===== src/rtl/acr_packet_generator.sv =====
// ============================================================================
// Module      : acr_packet_generator
// Description : Measures CTS over N/128 audio-sample windows and emits
//               HDMI Audio Clock Regeneration packets with lock tracking.
// Revision    : 1.0 - initial release
// ============================================================================
`default_nettype none

module acr_packet_generator #(
    parameter int CTS_WIDTH      = 20,
    parameter int CTS_TIMEOUT    = (1 << CTS_WIDTH) - 1,
    parameter int LOCK_TOLERANCE = 2,
    parameter int LOCK_COUNT     = 4,
    parameter int SEND_UNLOCKED  = 1
) (
    input  logic             clk_pixel,
    input  logic             reset,
    input  logic [2:0]       audio_rate_sel,
    input  logic             sample_tick,
    input  logic             packet_ready,
    output logic             packet_valid,
    output logic [23:0]      header,
    output logic [3:0][55:0] sub,
    output logic [19:0]      cts,
    output logic             cts_locked,
    output logic             timeout
);

    localparam int MW = $clog2(LOCK_COUNT + 1);

    typedef enum logic [1:0] {
        S_IDLE    = 2'd0,
        S_ARM     = 2'd1,
        S_MEASURE = 2'd2
    } state_t;

    state_t                 state, state_nx;
    logic [2:0]             rate_q;
    logic                   rate_chg;
    logic [7:0]             tick_cnt;
    logic [CTS_WIDTH-1:0]   cyc_cnt, cts_q, delta;
    logic [MW-1:0]          match_cnt, match_nx;
    logic                   prev_valid, pending;
    logic [19:0]            n_val;
    logic [7:0]             w_len;
    logic                   rate_hold, boundary, capture, expire, stable, locked_nx;

    always_comb begin
        n_val = 20'd0;
        w_len = 8'd0;
        case (rate_q)
            3'd0: begin n_val = 20'd4096;  w_len = 8'd32;  end
            3'd1: begin n_val = 20'd6272;  w_len = 8'd49;  end
            3'd2: begin n_val = 20'd6144;  w_len = 8'd48;  end
            3'd3: begin n_val = 20'd12544; w_len = 8'd98;  end
            3'd4: begin n_val = 20'd12288; w_len = 8'd96;  end
            3'd5: begin n_val = 20'd25088; w_len = 8'd196; end
            3'd6: begin n_val = 20'd24576; w_len = 8'd192; end
            default: begin n_val = 20'd0;  w_len = 8'd0;   end
        endcase
    end

    always_comb begin
        // Events are frozen while a new rate is being taken up
        rate_hold = (audio_rate_sel != rate_q) || rate_chg;
        boundary  = sample_tick && (state != S_IDLE) && !rate_hold
                    && (tick_cnt == w_len - 8'd1);
        capture   = boundary && (state == S_MEASURE);
        expire    = (state == S_MEASURE) && !boundary && !rate_hold
                    && (cyc_cnt == CTS_WIDTH'(CTS_TIMEOUT));
        delta     = (cyc_cnt >= cts_q) ? (cyc_cnt - cts_q) : (cts_q - cyc_cnt);
        stable    = prev_valid && (delta <= CTS_WIDTH'(LOCK_TOLERANCE));
        match_nx  = MW'(0);
        if (stable)
            match_nx = (match_cnt == MW'(LOCK_COUNT)) ? match_cnt : match_cnt + MW'(1);
        locked_nx = stable && (match_nx == MW'(LOCK_COUNT));

        state_nx = state;
        if (rate_chg)
            state_nx = (rate_q == 3'd7) ? S_IDLE : S_ARM;
        else if (boundary && state == S_ARM)
            state_nx = S_MEASURE;
        else if (expire)
            state_nx = S_ARM;
    end

    always_ff @(posedge clk_pixel) begin
        if (reset)
            state <= S_ARM;
        else
            state <= state_nx;
    end

    always_ff @(posedge clk_pixel) begin
        if (reset) begin
            rate_q     <= 3'd2;
            rate_chg   <= 1'b0;
            tick_cnt   <= 8'd0;
            cyc_cnt    <= '0;
            cts_q      <= '0;
            match_cnt  <= '0;
            prev_valid <= 1'b0;
            cts_locked <= 1'b0;
            timeout    <= 1'b0;
            pending    <= 1'b0;
        end else begin
            rate_chg <= (audio_rate_sel != rate_q);
            if (audio_rate_sel != rate_q)
                rate_q <= audio_rate_sel;

            if (rate_chg) begin
                tick_cnt   <= 8'd0;
                cyc_cnt    <= '0;
                match_cnt  <= '0;
                prev_valid <= 1'b0;
                cts_locked <= 1'b0;
                pending    <= 1'b0;
            end else begin
                if (!rate_hold) begin
                    if (state == S_IDLE) begin
                        tick_cnt <= 8'd0;
                        cyc_cnt  <= '0;
                    end else begin
                        if (sample_tick)
                            tick_cnt <= boundary ? 8'd0 : tick_cnt + 8'd1;
                        if (boundary)
                            cyc_cnt <= CTS_WIDTH'(1);
                        else if (expire)
                            cyc_cnt <= '0;
                        else if (state == S_MEASURE)
                            cyc_cnt <= cyc_cnt + CTS_WIDTH'(1);
                    end
                end

                if (capture) begin
                    cts_q      <= cyc_cnt;
                    prev_valid <= 1'b1;
                    match_cnt  <= match_nx;
                    cts_locked <= locked_nx;
                    timeout    <= 1'b0;
                end else if (expire) begin
                    timeout    <= 1'b1;
                    cts_locked <= 1'b0;
                    match_cnt  <= '0;
                    prev_valid <= 1'b0;
                end

                // A capture in the accept cycle re-arms the packet with the new CTS
                if (capture && ((SEND_UNLOCKED != 0) || locked_nx))
                    pending <= 1'b1;
                else if (pending && packet_ready)
                    pending <= 1'b0;
            end
        end
    end

    assign packet_valid = pending;
    assign cts          = 20'(cts_q);
    assign header       = {8'd0, 8'd0, 8'd1};

    generate
        for (genvar i = 0; i < 4; i++) begin : g_sub
            assign sub[i] = {n_val[7:0], n_val[15:8], {4'd0, n_val[19:16]},
                             cts[7:0], cts[15:8], {4'd0, cts[19:16]}, 8'd0};
        end
    endgenerate

endmodule

`default_nettype wire

===== config.mk =====
export PLATFORM = sky130hd
export DESIGN_NAME = acr_packet_generator
export DESIGN_NICKNAME = d
export VERILOG_FILES = /design/src/rtl/acr_packet_generator.sv
export SDC_FILE = /design/constraint.sdc
export NUM_CORES = 1
export LEC_CHECK = 0
export BUFFER_PORTS_ARGS = -buffer_cell sky130_fd_sc_hd__buf_2
export CAP_MARGIN = 20
export CORE_ASPECT_RATIO = 1.75
export CORE_MARGIN = 2
export CORE_UTILIZATION = 35
export CTS_BUF_LIST = sky130_fd_sc_hd__clkbuf_16
export DETAILED_ROUTE_END_ITERATION = 16
export HOLD_SLACK_MARGIN = 0.08
export SETUP_SLACK_MARGIN = 0.05
export SLEW_MARGIN = 20
export SYNTH_ARGS = -nofsm -noshare
export SYNTH_HDL_FRONTEND = slang
export SYNTH_SLANG_ARGS = --single-unit

===== constraint.sdc =====
create_clock -name clk_pixel -period 5.04 [get_ports clk_pixel]
set_input_delay 1.26 -clock clk_pixel [delete_from_list [all_inputs] [get_ports clk_pixel]]
set_output_delay 1.26 -clock clk_pixel [all_outputs]
set_load 0.02 [all_outputs]

== Word-level counts from Yosys, hierarchy flattened ==
Cells that the tools add are included.
Operators by class
  multiplexer cells: 25
  add/subtract/negate cells: 6
  bitwise operators: 2
  reductions and logical operators: 27
  equal/unequal tests: 14
  order comparisons: 2
Operators by type and width (number)
  15-bit one-hot mux with 7 select lines: 1
  20-bit 2-to-1 mux: 5
  8-bit one-hot mux with 7 select lines: 1
  20-bit subtractor: 2
  8-bit 2-to-1 mux: 3
  20-bit by 1-bit adder with 20-bit output, second input constant: 1
  20-bit == test, second input constant: 1
  20-bit >= comparator: 1
  20-bit by 2-bit less-or-equal comparator with 1-bit output, second input constant: 1
  3-bit == test, second input constant: 6
  3-bit 2-to-1 mux: 4
  1-bit logical AND: 11
  8-bit by 1-bit adder with 8-bit output, second input constant: 1
  8-bit == test: 1
  1-bit 2-to-1 mux: 8
  2-bit AND reduction: 4
  2-bit nonzero test: 4
  8-bit by 1-bit subtractor with 8-bit output, second input constant: 1
  3-bit by 2-bit == test with 1-bit output, second input constant: 2
  2-bit 2-to-1 mux: 3
  4-bit nonzero test: 1
  3-bit by 1-bit adder with 3-bit output, second input constant: 1
  3-bit by 1-bit == test with 1-bit output, second input constant: 1
  3-bit logical NOT: 1
  other kinds (9): 11
Storage, ports and cells
  output and inout port bits: 271
  bits in registers: 61

== Depth between registers and ports, before layout ==
Gate-level depths: netlist (run 1).
  depth after elaboration: 12
  depth in mapped cells: 17
  gate-level depth less buffers: 14

== Worst setup path after synthesis (run 1) ==
No wires, ideal clock.
  path type: flip-flop to flip-flop
  start: reg rate_q[0]
  end: reg cyc_cnt[17]
  required time: 4907 ps
  stages on the path, launching flop included: 18
  data arrival time: 3393 ps
  library setup time: 133 ps
  path buffers: 3
  path slack: 1513 ps
  cell sequence: dfxtp_1 -> buf_1 -> inv_1 -> or2_2 -> ha_1 -> xor2_1 -> mux2_2 -> o32ai_1 -> o2111ai_1 -> nand2b_1 -> buf_6 -> a21o_1 -> buf_6 -> nor4_4 -> and2b_2 -> nand3_1 -> xnor2_1 -> nor2_1
Between the ends
  longest elaborated chain between the ends: 12
  elaborated cells on any way between the ends: 25
  classes of those cells: add/sub: 1; eq/ne: 8; mux: 4; bitwise: 1; reduce/logical: 11
Ends and longest elaborated chain
  start: declaration: line 38  | logic [2:0] rate_q;
  start signal: assignment: line 109  | rate_q <= audio_rate_sel;
  3-bit == test, or another cell as far along: line 51  | case (rate_q)
  8-bit one-hot mux with 7 select lines or 1-bit logical OR (tied branches): line 51, 65
  8-bit by 1-bit subtractor with 8-bit output or 1-bit logical NOT (tied branches)
  8-bit == test or 1-bit logical AND (tied branches): line 67, 66
  1-bit logical AND: line 67  | && (tick_cnt == w_len - 8'd1);
  1-bit logical NOT: line 69  | expire = (state == S_MEASURE) && !boundary && !rate_hold
  1-bit logical AND (2 in a row): line 69
  1-bit logical AND: line 70  | && (cyc_cnt == CTS_WIDTH'(CTS_TIMEOUT));
  20-bit 2-to-1 mux: line 128  | else if (expire)
  20-bit 2-to-1 mux: line 126  | if (boundary)
  20-bit 2-to-1 mux: line 120  | if (state == S_IDLE) begin
  end signal: assignment: line 131  | cyc_cnt <= cyc_cnt + CTS_WIDTH'(1);
  end: declaration: line 41  | logic [CTS_WIDTH-1:0] cyc_cnt, cts_q, delta;
Several ways; a longest one is shown, not always the timed one.
A chain may end at the register's enable or synchronous reset.

== Worst setup path after layout (run 1) ==
  start: reg rate_q[2]
  end: reg cyc_cnt[15]
The elaborated chain is that of the path after synthesis.

==> results of run 1 <==
-- cells in the final DEF (no fill, tap or decap), types with 6 or more instances in the layout --
| cell | instances |
|---|---|
| a21o_1 | 14 |
| conb_1 | 140 |
| xnor2_1 | 31 |
| inv_1 | 56 |
| buf_2 | 137 |
| nor2_1 | 87 |
| o21a_1 | 6 |
| nand4_1 | 15 |
| a21oi_1 | 49 |
| or3_1 | 8 |
| xor2_1 | 15 |
| nor3_1 | 11 |
| ha_1 | 44 |
| clkbuf_16 | 9 |
| mux2i_1 | 23 |
| buf_4 | 8 |
| o21ai_0 | 30 |
| nor2b_1 | 14 |
| nand3_1 | 16 |
| nand2b_1 | 10 |
| and3_1 | 10 |
| a31oi_1 | 9 |
| nand2_1 | 43 |
| dfxtp_1 | 61 |
-- cell type report --
| class | instances | area, um2 | share of cell area (%) |
|---|---|---|---|
| inverter | 57 | 214 | 3.09 |
| clock inverter | 7 | 50.0 | 0.722 |
| sequential | 61 | 1220 | 17.6 |
| timing repair buffer | 145 | 746 | 10.8 |
| clock buffer | 9 | 225 | 3.25 |
| multi-input combinational | 671 | 4170 | 60.2 |
| tap | 245 | 307 | 4.42 |
-- layer usage --
metal  share of wire (%)  vias up
met2                  53      267
li1                    -     2776
met4                 6.4        0
met5                   0        -
met3                 5.2       54
met1                  35     2598
-- through the flow --
stage               util (%)  setup slack, ns
detailed placement      33.7            0.920
global route            35.1            0.522
floorplan                  -             1.51
finish                  35.1            0.923
CTS                     35.1            0.886
global placement        33.7            0.952
-- worst max path at each step --
| stage | end | slack (ns) | cells past startpoint |
|---|---|---|---|
| after global placement | cyc_cnt[17]$_SDFFE_PP0P_ | 0.95 | 15 |
| after CTS | cyc_cnt[15]$_SDFFE_PP0P_ | 0.89 | 15 |
| after floorplan | cyc_cnt[17]$_SDFFE_PP0P_ | 1.51 | 17 |
| final | cyc_cnt[15]$_SDFFE_PP0P_ | 0.92 | 15 |
| after global routing | cyc_cnt[19]$_SDFFE_PP0P_ | 0.52 | 15 |
| after detailed placement | cyc_cnt[15]$_SDFFE_PP0P_ | 0.92 | 15 |
-- synth_stat cells, types with 6 or more instances --
| library cell | count | area share [%] |
|---|---|---|
| inv_1 | 56 | 3.0 |
| and3_1 | 10 | 0.88 |
| mux2i_1 | 23 | 3.3 |
| nand4_1 | 15 | 1.3 |
| a21oi_1 | 49 | 3.5 |
| nand2_1 | 43 | 2.3 |
| nor2b_1 | 14 | 1.2 |
| a21o_1 | 14 | 1.5 |
| xnor2_1 | 31 | 3.8 |
| dfxtp_1 | 61 | 17 |
| buf_2 | 15 | 1.1 |
| clkbuf_1 | 9 | 0.48 |
| a31oi_1 | 9 | 0.80 |
| o21a_1 | 6 | 0.64 |
| buf_4 | 244 | 26 |
| nor3_1 | 11 | 0.78 |
| or3_1 | 8 | 0.71 |
| xor2_1 | 15 | 1.9 |
| ha_1 | 44 | 7.8 |
| nor2_1 | 87 | 4.6 |
| nand3_1 | 16 | 1.1 |
| o21ai_0 | 30 | 2.1 |
| nand2b_1 | 10 | 0.88 |
-- sequential cells by signal, summed over array words and instances, names as in the netlist --
register and flops:
packet_valid 1, rate_chg 1, prev_valid 1, tick_cnt 8, state 2, timeout 1, cts 20, rate_q 3
cyc_cnt 20, cts_locked 1, match_cnt 3
-- critical path, cell delays in order, from the launching register on --
cell and delay, ns:
dfxtp_1 0.68, nand2b_1 0.13, or2_2 0.31, ha_1 0.21
xor2_1 0.30, mux2_2 0.38, o32ai_1 0.11, o2111ai_1 0.15
buf_4 0.20, nand2b_1 0.26, a21o_1 0.34, nor4_4 0.34
and2b_2 0.27, nand3_1 0.11, xnor2_1 0.16, nor2_1 0.05
-- power by group --
group | switching, mW | total (mW) | leakage, nW | internal, mW
clock network | 0.233 | 0.566 | 0.129 | 0.333
logic | 0.140 | 0.163 | 2.73 | 0.0233
registers | 0.00642 | 0.491 | 0.492 | 0.485
-- logic make-up (layout without fill, tap and decap cells) --
kind of cell	Yosys count	after routing	share of synthesized area [%]
simple gates	249	249	18.0
compound gates	162	162	15.3
xor+xnor	46	46	5.70
fa+ha+maj	46	46	8.35
other cells	2	140	0.106
flops	61	61	17.3
mux	28	28	4.05
buf+inv	331	218	31.2
==> run metrics, run 1 <==
CTS Buf Count=9; CORE AREA=about 0.020 mm2; yosys warns=0; first-pass GRT wire length=about 26 mm; Post-synth EDFFs=0; Fmax=about 240 MHz; met3 Use GR=1.55%; Reg clk slew, reported paths=around 0.06 ns; initial antenna violation count=0; worst-path maximum fanout=17; sequential fraction of the synthesis area=about 17%; met2 usage=29.2%; Inst Count DP=roughly 1.2k; Sink Count=slightly above 60; Worst-Margin Slew=about 0.82 ns; CTS Hold Bufs=0; Final Cell Area=a little under 0.007 mm2; CTS Root Cell=clkbuf_16; P_leak=3.35 nW; final-layout fill cell count=2088; clock buffer depth=2; Post-CTS Resized=0; Tot GR Track Use=14.9%; layout cells sized above 1=approximately a fifth; final WL=16.6 mm; CTS tree=yes; pwr dens=approximately 180 mW/mm2; Netlist Area Pre-Place=approximately 0.007 mm2; RR Startpoint=rate_q[2]$_SDFFE_PP0P_; Setup CP Type=reg2reg; vias per inst=4.77; largest net degree at the start of global routing=28; WHS=0.463 ns; Final Skew=approximately 0.011 ns; Die H=roughly 190 um; Max rail drop VDD=between 0.1 and 0.15 mV; final total power=roughly 1.2 mW; final worst-path cycle share=between 80% and 90%; post-synth cell types=70; R2R cell count=15; Initial DRC Count=192; Reg2Reg Setup Slack=0.92 ns; Setup-failing EPs final=0; final net count=~1000; hold crit path type=reg2reg; DRC viols=0; Routed Antenna Nets=0; dpl cell area=between 0.006 and 0.007 mm2; Mean Syn Cell Area=7.65 um2; routed len/inst=around 14 um; Area Growth Syn to Fin=-1.96%; final hold vios=0; Fin Setup TNS=0 ns; post-layout minimum cycle time=4.12 ns; die width=about 110 um; top_reg_cell synth=dfxtp_1; via count=around 5.7k; hold path cells=2; busiest layer in global routing=met2; IO Pins=278; outcome=finished, final reports clean; Starting Density=35.8%; Worst setup startpoint=rate_q[2]$_SDFFE_PP0P_; RSZ-0062 raised after global routing=no; GR Util met1=between 10% and 20%; CP Data Arrival Time=4.33 ns; CP Capture Type=flip-flop; first drt pass iteration count=5; Hold EP=cts_locked$_SDFFE_PP0N_; vias in the first global route=slightly above 5k; relative slew slack=approximately 44%; Placer Congestion=0.940; CP required=about 5.3 ns; Syn Inst Count=around 930; Worst-Skew Late Latency=around 0.33 ns; DP HPWL=~13 mm; worst flop-to-flop path endpoint=cyc_cnt[15]$_SDFFE_PP0P_; Ant. Diodes=0; post-CTS setup buffers=0; Finished Layout Cells=roughly 1.2k; fraction of registers with async set/reset=0%; die outline area=0.0214 mm2; IO buf count=137; Yosys reg bits=between 60 and 70; fin. max-slew vios=0; Startpoint Class=flip-flop; gr ovfl total=0; min-delay src=cts_locked$_SDFFE_PP0N_; H-tree lvl count=3; max-cap viol count=0; Rows=slightly below 70
(Power assumes the default switching activity.)
==> inputs of run 2 (changes only) <==
clock period = 4.2 ns   (was 5.04 ns; I/O delays follow)
==> run 2 against run 1 <==
  * Via count is 1.6% higher
  * Sequential share of layout area down 0.26 points
  * Global-route usage up 0.40 points
  * Critical endpoint is now match_cnt[1]$_SDFFE_PP0N_
  * Clock-buffer cell count unchanged
  * Die area unchanged
  * Final cell count up 0.75%
  * Critical path type unchanged
  * Hold slack improved by 0.0041 ns
  * Worst setup slack lost 0.37 ns
  * Power rose by 30%
  * Clock skew grew 0.0048 ns
  * Clock power is 40% higher
==> run metrics, run 2 (synthesis results as in run 1) <==
Fin Setup TNS=0 ns (unchanged); dpl ws=0.492 ns (was 0.920 ns); crit-path cells=inv_1, ha_1, a21oi_1, o21ai_0, a31oi_1, o221ai_1, a221oi_2, xnor2_1, o41ai_1, o2111a_2, nand4_1, a31oi_1 (was nand2b_1, or2_2, ha_1, xor2_1, mux2_2, o32ai_1, o2111ai_1, buf_4, nand2b_1, a21o_1, nor4_4, and2b_2, nand3_1, xnor2_1, nor2_1); post-layout minimum cycle time=3.65 ns (was 4.12 ns); WHS=0.467 ns (was 0.463 ns); CP Data Arrival Time=3.91 ns (was 4.33 ns); CP max stage delay=0.47 ns (was 0.68 ns); die width=111 um (unchanged); CORE AREA=0.0197 mm2 (unchanged); Fmax=274 MHz (was 243 MHz); Rows=68 (unchanged); layout cells sized above 1=20.3% (was 19.8%); final net count=1008 (was 998); IO buf count=137 (unchanged); Starting Density=35.8% (unchanged); final WL=17.3 mm (was 16.6 mm); most common cell after layout, fill and taps aside=conb_1 (unchanged); commonest cells after routing, fill and taps aside=conb_1 (140), buf_2 (137), nor2_1 (87) (unchanged); vias in the first global route=5115 (was 5121); largest net degree at the start of global routing=28 (unchanged); fin. max-slew vios=0 (unchanged); Placer Congestion=0.983 (was 0.940); Ant. Diodes=0 (unchanged); RSZ-0062 raised after global routing=no (unchanged); dpl cell area=0.00673 mm2 (was 0.00666 mm2); hold crit path type=reg2reg (unchanged); Slowest cell on crit path=ha_1 (was dfxtp_1); CP Capture Type=flip-flop (unchanged); multi-input logic area=0.00417 mm2 (unchanged); initial antenna violation count=0 (unchanged); Worst-Margin Slew=0.662 ns (was 0.823 ns); CTS Buf Count=9 (unchanged); Final Cell Area=0.00704 mm2 (was 0.00693 mm2); first drt pass iteration count=4 (was 5); first-pass GRT wire length=26.0 mm (was 25.5 mm); H-tree lvl count=3 (unchanged); Area Growth Syn to Fin=-0.478% (was -1.96%); CP required=4.46 ns (was 5.25 ns); Worst-Skew Late Latency=0.34 ns (was 0.33 ns); CTS Root Cell=clkbuf_16 (unchanged); final total power=1.58 mW (was 1.22 mW); Final Skew=0.0156 ns (was 0.0108 ns); final worst slack=0.549 ns (was 0.923 ns); final worst-path cycle share=86.9% (was 81.7%); Initial DRC Count=232 (was 192); final hold vios=0 (unchanged); Tot GR Track Use=15.3% (was 14.9%); Seq. cell area=0.00122 mm2 (unchanged); Startpoint Class=flip-flop (unchanged); outcome=finished, final reports clean (unchanged); clock buffer depth=2 (unchanged); DP HPWL=13.9 mm (was 13.4 mm); post-CTS setup buffers=0 (unchanged); worst-path maximum fanout=11 (was 17); pwr dens=225 mW/mm2 (was 176 mW/mm2); die outline area=0.0214 mm2 (unchanged); Setup-failing EPs final=0 (unchanged); routed len/inst=14.3 um (was 13.9 um); DRC viols=0 (unchanged); Post-CTS Resized=0 (unchanged); P_leak=3.43 nW (was 3.35 nW); IO Pins=278 (unchanged); gr ovfl total=0 (unchanged); cell mode on critical path=a31oi_1 (was nand2b_1); relative slew slack=55.5% (was 44.4%); CTS tree=yes (unchanged); Sink Count=61 (unchanged); Setup CP Type=reg2reg (unchanged); Reg2Reg Setup Slack=0.55 ns (was 0.92 ns); Reg clk slew, reported paths=0.06 ns (about the same); via count=5787 (was 5695); max-cap viol count=0 (unchanged); vias per inst=4.81 (was 4.77); Routed Antenna Nets=0 (unchanged); final-layout fill cell count=2097 (was 2088); Die H=192 um (unchanged); CTS Hold Bufs=0 (unchanged); Max rail drop VDD=0.155 mV (was 0.120 mV)
-- run 2: cell types whose count changed in the layout (fill, tap and decap cells not counted), sizes merged --
cell / change
bufinv: +2
clkinvlp: -2
buf: +10
clkinv: -1
-- run 2: stage by stage --
step / utilization (%) / cells
after floorplan: - / 1063
after global placement: 34.1 / 1189
after detailed placement: 34.1 / 1189
after CTS: 35.7 / 1204
after global routing: 35.7 / 1204
final: 35.7 / 1204
-- run 2: area by class of cell --
cell class              count  share of cell area [%]
clock buffers               9                    3.20
clock inverters             6                    1.14
inverters                  57                    3.04
multi-input cells         671                    59.3
flip-flops and latches     61                    17.4
well taps                 245                    4.36
repair buffers            155                    11.7
-- run 2: worst paths after layout --
path                                 from                        end  cells past startpoint
setup / recovery      cts[8]$_SDFFE_PP0P_  match_cnt[1]$_SDFFE_PP0N_                     12
hold / removal    cts_locked$_SDFFE_PP0N_    cts_locked$_SDFFE_PP0N_                      2
setup reg to reg      cts[8]$_SDFFE_PP0P_  match_cnt[1]$_SDFFE_PP0N_                     12
hold reg to reg   cts_locked$_SDFFE_PP0N_    cts_locked$_SDFFE_PP0N_                      2
-- run 2: critical path, delay by kind of cell, from the launching register on --
| family | cells | cell delay (ns) |
|---|---|---|
| buffers and inverters | 1 | 0.08 |
| and+or+nand+nor | 1 | 0.10 |
| DFF | 1 | 0.46 |
| xor gates and xnor gates | 1 | 0.09 |
| adders and majority gates | 1 | 0.47 |
| AOI/OAI and AO/OA | 8 | 2.37 |
-- run 2: power by group --
| part | internal (mW) | leakage [nW] | switching (mW) |
|---|---|---|---|
| Clock | 0.511 | 0.152 | 0.281 |
| Combinational | 0.0308 | 2.78 | 0.175 |
| Sequential | 0.582 | 0.492 | 0.00236 |
-- run 2: routing by layer --
layer	track usage (%)	vias to the layer above	share of wire [%]	wire length (um)
li1	-	2801	-	-
met2	30.4	261	54	9280
met5	0	-	0	0
met1	14.2	2670	35	6090
met3	2.18	55	5.5	941
met4	10.3	0	5.5	948
==> inputs of run 3 (changes only) <==
clock period = 3.7 ns   (was 4.2 ns; I/O delays follow)
==> run 3 against run 2 <==
  * Die area unchanged
  * Clock-buffer cell count unchanged
  * Critical path depth increased by 3
  * Sequential share of layout area decreased by 0.64 points
  * Flip-flop and latch count unchanged
  * Via count increased by 2.2%
  * Wire length increased by 3.5%
  * Sequential power increased by 13%
  * Critical endpoint unchanged
==> run metrics, run 3 (synthesis results as in run 1) <==
Ant. Diodes=0 (unchanged); final hold vios=0 (unchanged); worst-path maximum fanout=11 (unchanged); CTS Buf Count=9 (unchanged); Die H=192 um (unchanged); outcome=finished, final reports clean (unchanged); Sw Share=30.9% (was 29.0%); Setup-failing EPs final=0 (unchanged); pwr dens=240 mW/mm2 (was 225 mW/mm2); Worst-Margin Slew=0.558 ns (was 0.662 ns); most common cell after layout, fill and taps aside=conb_1 (unchanged); Reg clk slew, reported paths=0.06 ns (about the same); CTS Root Cell=clkbuf_16 (unchanged); DP HPWL=14.4 mm (was 13.9 mm); Rows=68 (unchanged); die width=111 um (unchanged); Fmax=293 MHz (was 274 MHz); Sink Count=61 (unchanged); IO Pins=278 (unchanged); post-layout minimum cycle time=3.41 ns (was 3.65 ns); CP Depth=15 (was 12); fin. max-slew vios=0 (unchanged); hold crit path type=reg2reg (unchanged); layout cells sized above 1=24.7% (was 20.3%); max-cap viol count=0 (unchanged); crit-path cells=buf_4, ha_1, fa_1, nand3b_1, a211oi_2, a211oi_2, o311ai_2, buf_6, nand3b_1, o31ai_2, xnor2_1, nor4_2, o2111a_2, nand4_1, a31oi_1 (was inv_1, ha_1, a21oi_1, o21ai_0, a31oi_1, o221ai_1, a221oi_2, xnor2_1, o41ai_1, o2111a_2, nand4_1, a31oi_1); first-pass GRT wire length=27.2 mm (was 26.0 mm); RSZ-0062 raised after global routing=no (unchanged); Sequential Power Share=37.6% (was 36.9%); CP Data Arrival Time=3.68 ns (was 3.91 ns); Finished Layout Cells=1238 (was 1204); die outline area=0.0214 mm2 (unchanged); largest net degree at the start of global routing=28 (unchanged); final net count=1041 (was 1008); cell internal pwr=1.22 mW (was 1.12 mW); H-tree lvl count=3 (unchanged); Final Skew=0.0172 ns (was 0.0156 ns); initial antenna violation count=0 (unchanged); hold path cells=2 (unchanged); Slowest cell on crit path=fa_1 (was ha_1); final-layout fill cell count=2114 (was 2097); CTS tree=yes (unchanged); Startpoint Class=flip-flop (unchanged); CORE AREA=0.0197 mm2 (unchanged); Combinational Power Share=13.4% (was 13.0%); CP bufs+invs=2 (was 1); final worst-path cycle share=92.2% (was 86.9%); P_leak=3.59 nW (was 3.43 nW); CP Capture Type=flip-flop (unchanged); final total power=1.76 mW (was 1.58 mW); Tot GR Track Use=16.0% (was 15.3%); Clock power frac=49.1% (was 50.1%); first drt pass iteration count=5 (was 4); commonest cells after routing, fill and taps aside=conb_1 (140), buf_2 (137), nor2_1 (87) (unchanged); Max rail drop VDD=0.179 mV (was 0.155 mV); relative slew slack=62.8% (was 55.5%); clock buffer depth=2 (unchanged); Fin Setup TNS=0 ns (unchanged); Setup CP Type=reg2reg (unchanged); Psw=0.545 mW (was 0.459 mW); IO buf count=137 (unchanged); Starting Density=35.8% (unchanged); Initial DRC Count=142 (was 232); routed len/inst=14.4 um (was 14.3 um); R2R cell count=15 (was 12); CP required=3.97 ns (was 4.46 ns); Inst Count DP=1218 (was 1189); final WL=17.9 mm (was 17.3 mm); CP max stage delay=0.41 ns (was 0.47 ns); via count=5917 (was 5787); Worst-Skew Late Latency=0.35 ns (was 0.34 ns); Area Growth Syn to Fin=3.75% (was -0.478%); CP delay by family, top=compound AO/OA/AOI/OAI gates (unchanged); Placer Congestion=0.950 (was 0.983); gr ovfl total=0 (unchanged); vias per inst=4.78 (was 4.81); DRC viols=0 (unchanged); Routed Antenna Nets=0 (unchanged); vias in the first global route=5333 (was 5115)
-- run 3: cell count changes in the layout (fill, tap and decap cells not counted), moves of 2 or more --
cell / before / now
nor4_1: 4 / 2
clkinv_1: 2 / 0
nor4_2: 2 / 4
ha_2: 0 / 3
buf_4: 18 / 50
dfxtp_1: 61 / 57
dfxtp_2: 0 / 4
clkinv_2: 0 / 2
ha_1: 44 / 40
-- run 3: worst min-delay path, cell delays in order (launching register included) --
cell     delay [ns]
dfxtp_1        0.32
nand2_1        0.05
a21oi_1        0.05
-- run 3: cell type report --
class / instances / area [um2] / share of cell area [%]
Clock buffer: 9 / 225 / 3.07
Clock inverter: 7 / 73.8 / 1.01
Inverter: 57 / 214 / 2.92
Multi-Input combinational cell: 671 / 4220 / 57.5
Sequential cell: 61 / 1230 / 16.7
Tap cell: 245 / 307 / 4.18
Timing Repair Buffer: 188 / 1070 / 14.6
-- run 3: path summary, 6_finish.rpt --
kind,startpoint,to,slack (ns)
worst max register to register,cts[0]$_SDFFE_PP0P_,match_cnt[1]$_SDFFE_PP0N_,0.29
worst min-delay path,cts_locked$_SDFFE_PP0N_,cts_locked$_SDFFE_PP0N_,0.47
worst max-delay path,cts[0]$_SDFFE_PP0P_,match_cnt[1]$_SDFFE_PP0N_,0.29
worst min register to register,cts_locked$_SDFFE_PP0N_,cts_locked$_SDFFE_PP0N_,0.47
-- run 3: routing by layer --
layer  vias to the layer above  track usage, %  wire, um
li1                       2855               -         -
met1                      2767            15.4      6250
met2                       250            31.8      9870
met3                        45            2.02       891
met4                         0            9.69       856
met5                         -               0         0
-- run 3: per-stage QoR --
step / util [%] / area, um2 / worst slack (ns) / hold slack, ns
CTS: 36.7 / 7250 / 0.102 / 0.472
global placement: 35.2 / 6950 / 0.170 / 0.442
detailed placement: 35.2 / 6950 / 0.123 / 0.463
global route: 37.2 / 7340 / 0.0273 / 0.526
floorplan: - / 7590 / 0.173 / 0.469
finish: 37.2 / 7340 / 0.288 / 0.471
-- run 3: power by group through the flow --
stage | clock network, mW | logic [mW] | registers, mW
3_3_place_gp | 0 | 0.232 | 0.677
2_1_floorplan | 0 | 0.327 | 0.677
4_1_cts | 0.883 | 0.233 | 0.662
6_report | 0.866 | 0.236 | 0.662
3_5_place_dp | 0 | 0.233 | 0.677
5_1_grt | 0.914 | 0.251 | 0.662
-- run 3: what timing repair did --
item | in CTS | in global routing
setup endpoints to repair | 0 | 7
gates resized for setup | 0 | 15
hold endpoints to repair | 0 | 0
hold buffers | 0 | 0
setup buffers | 0 | 4
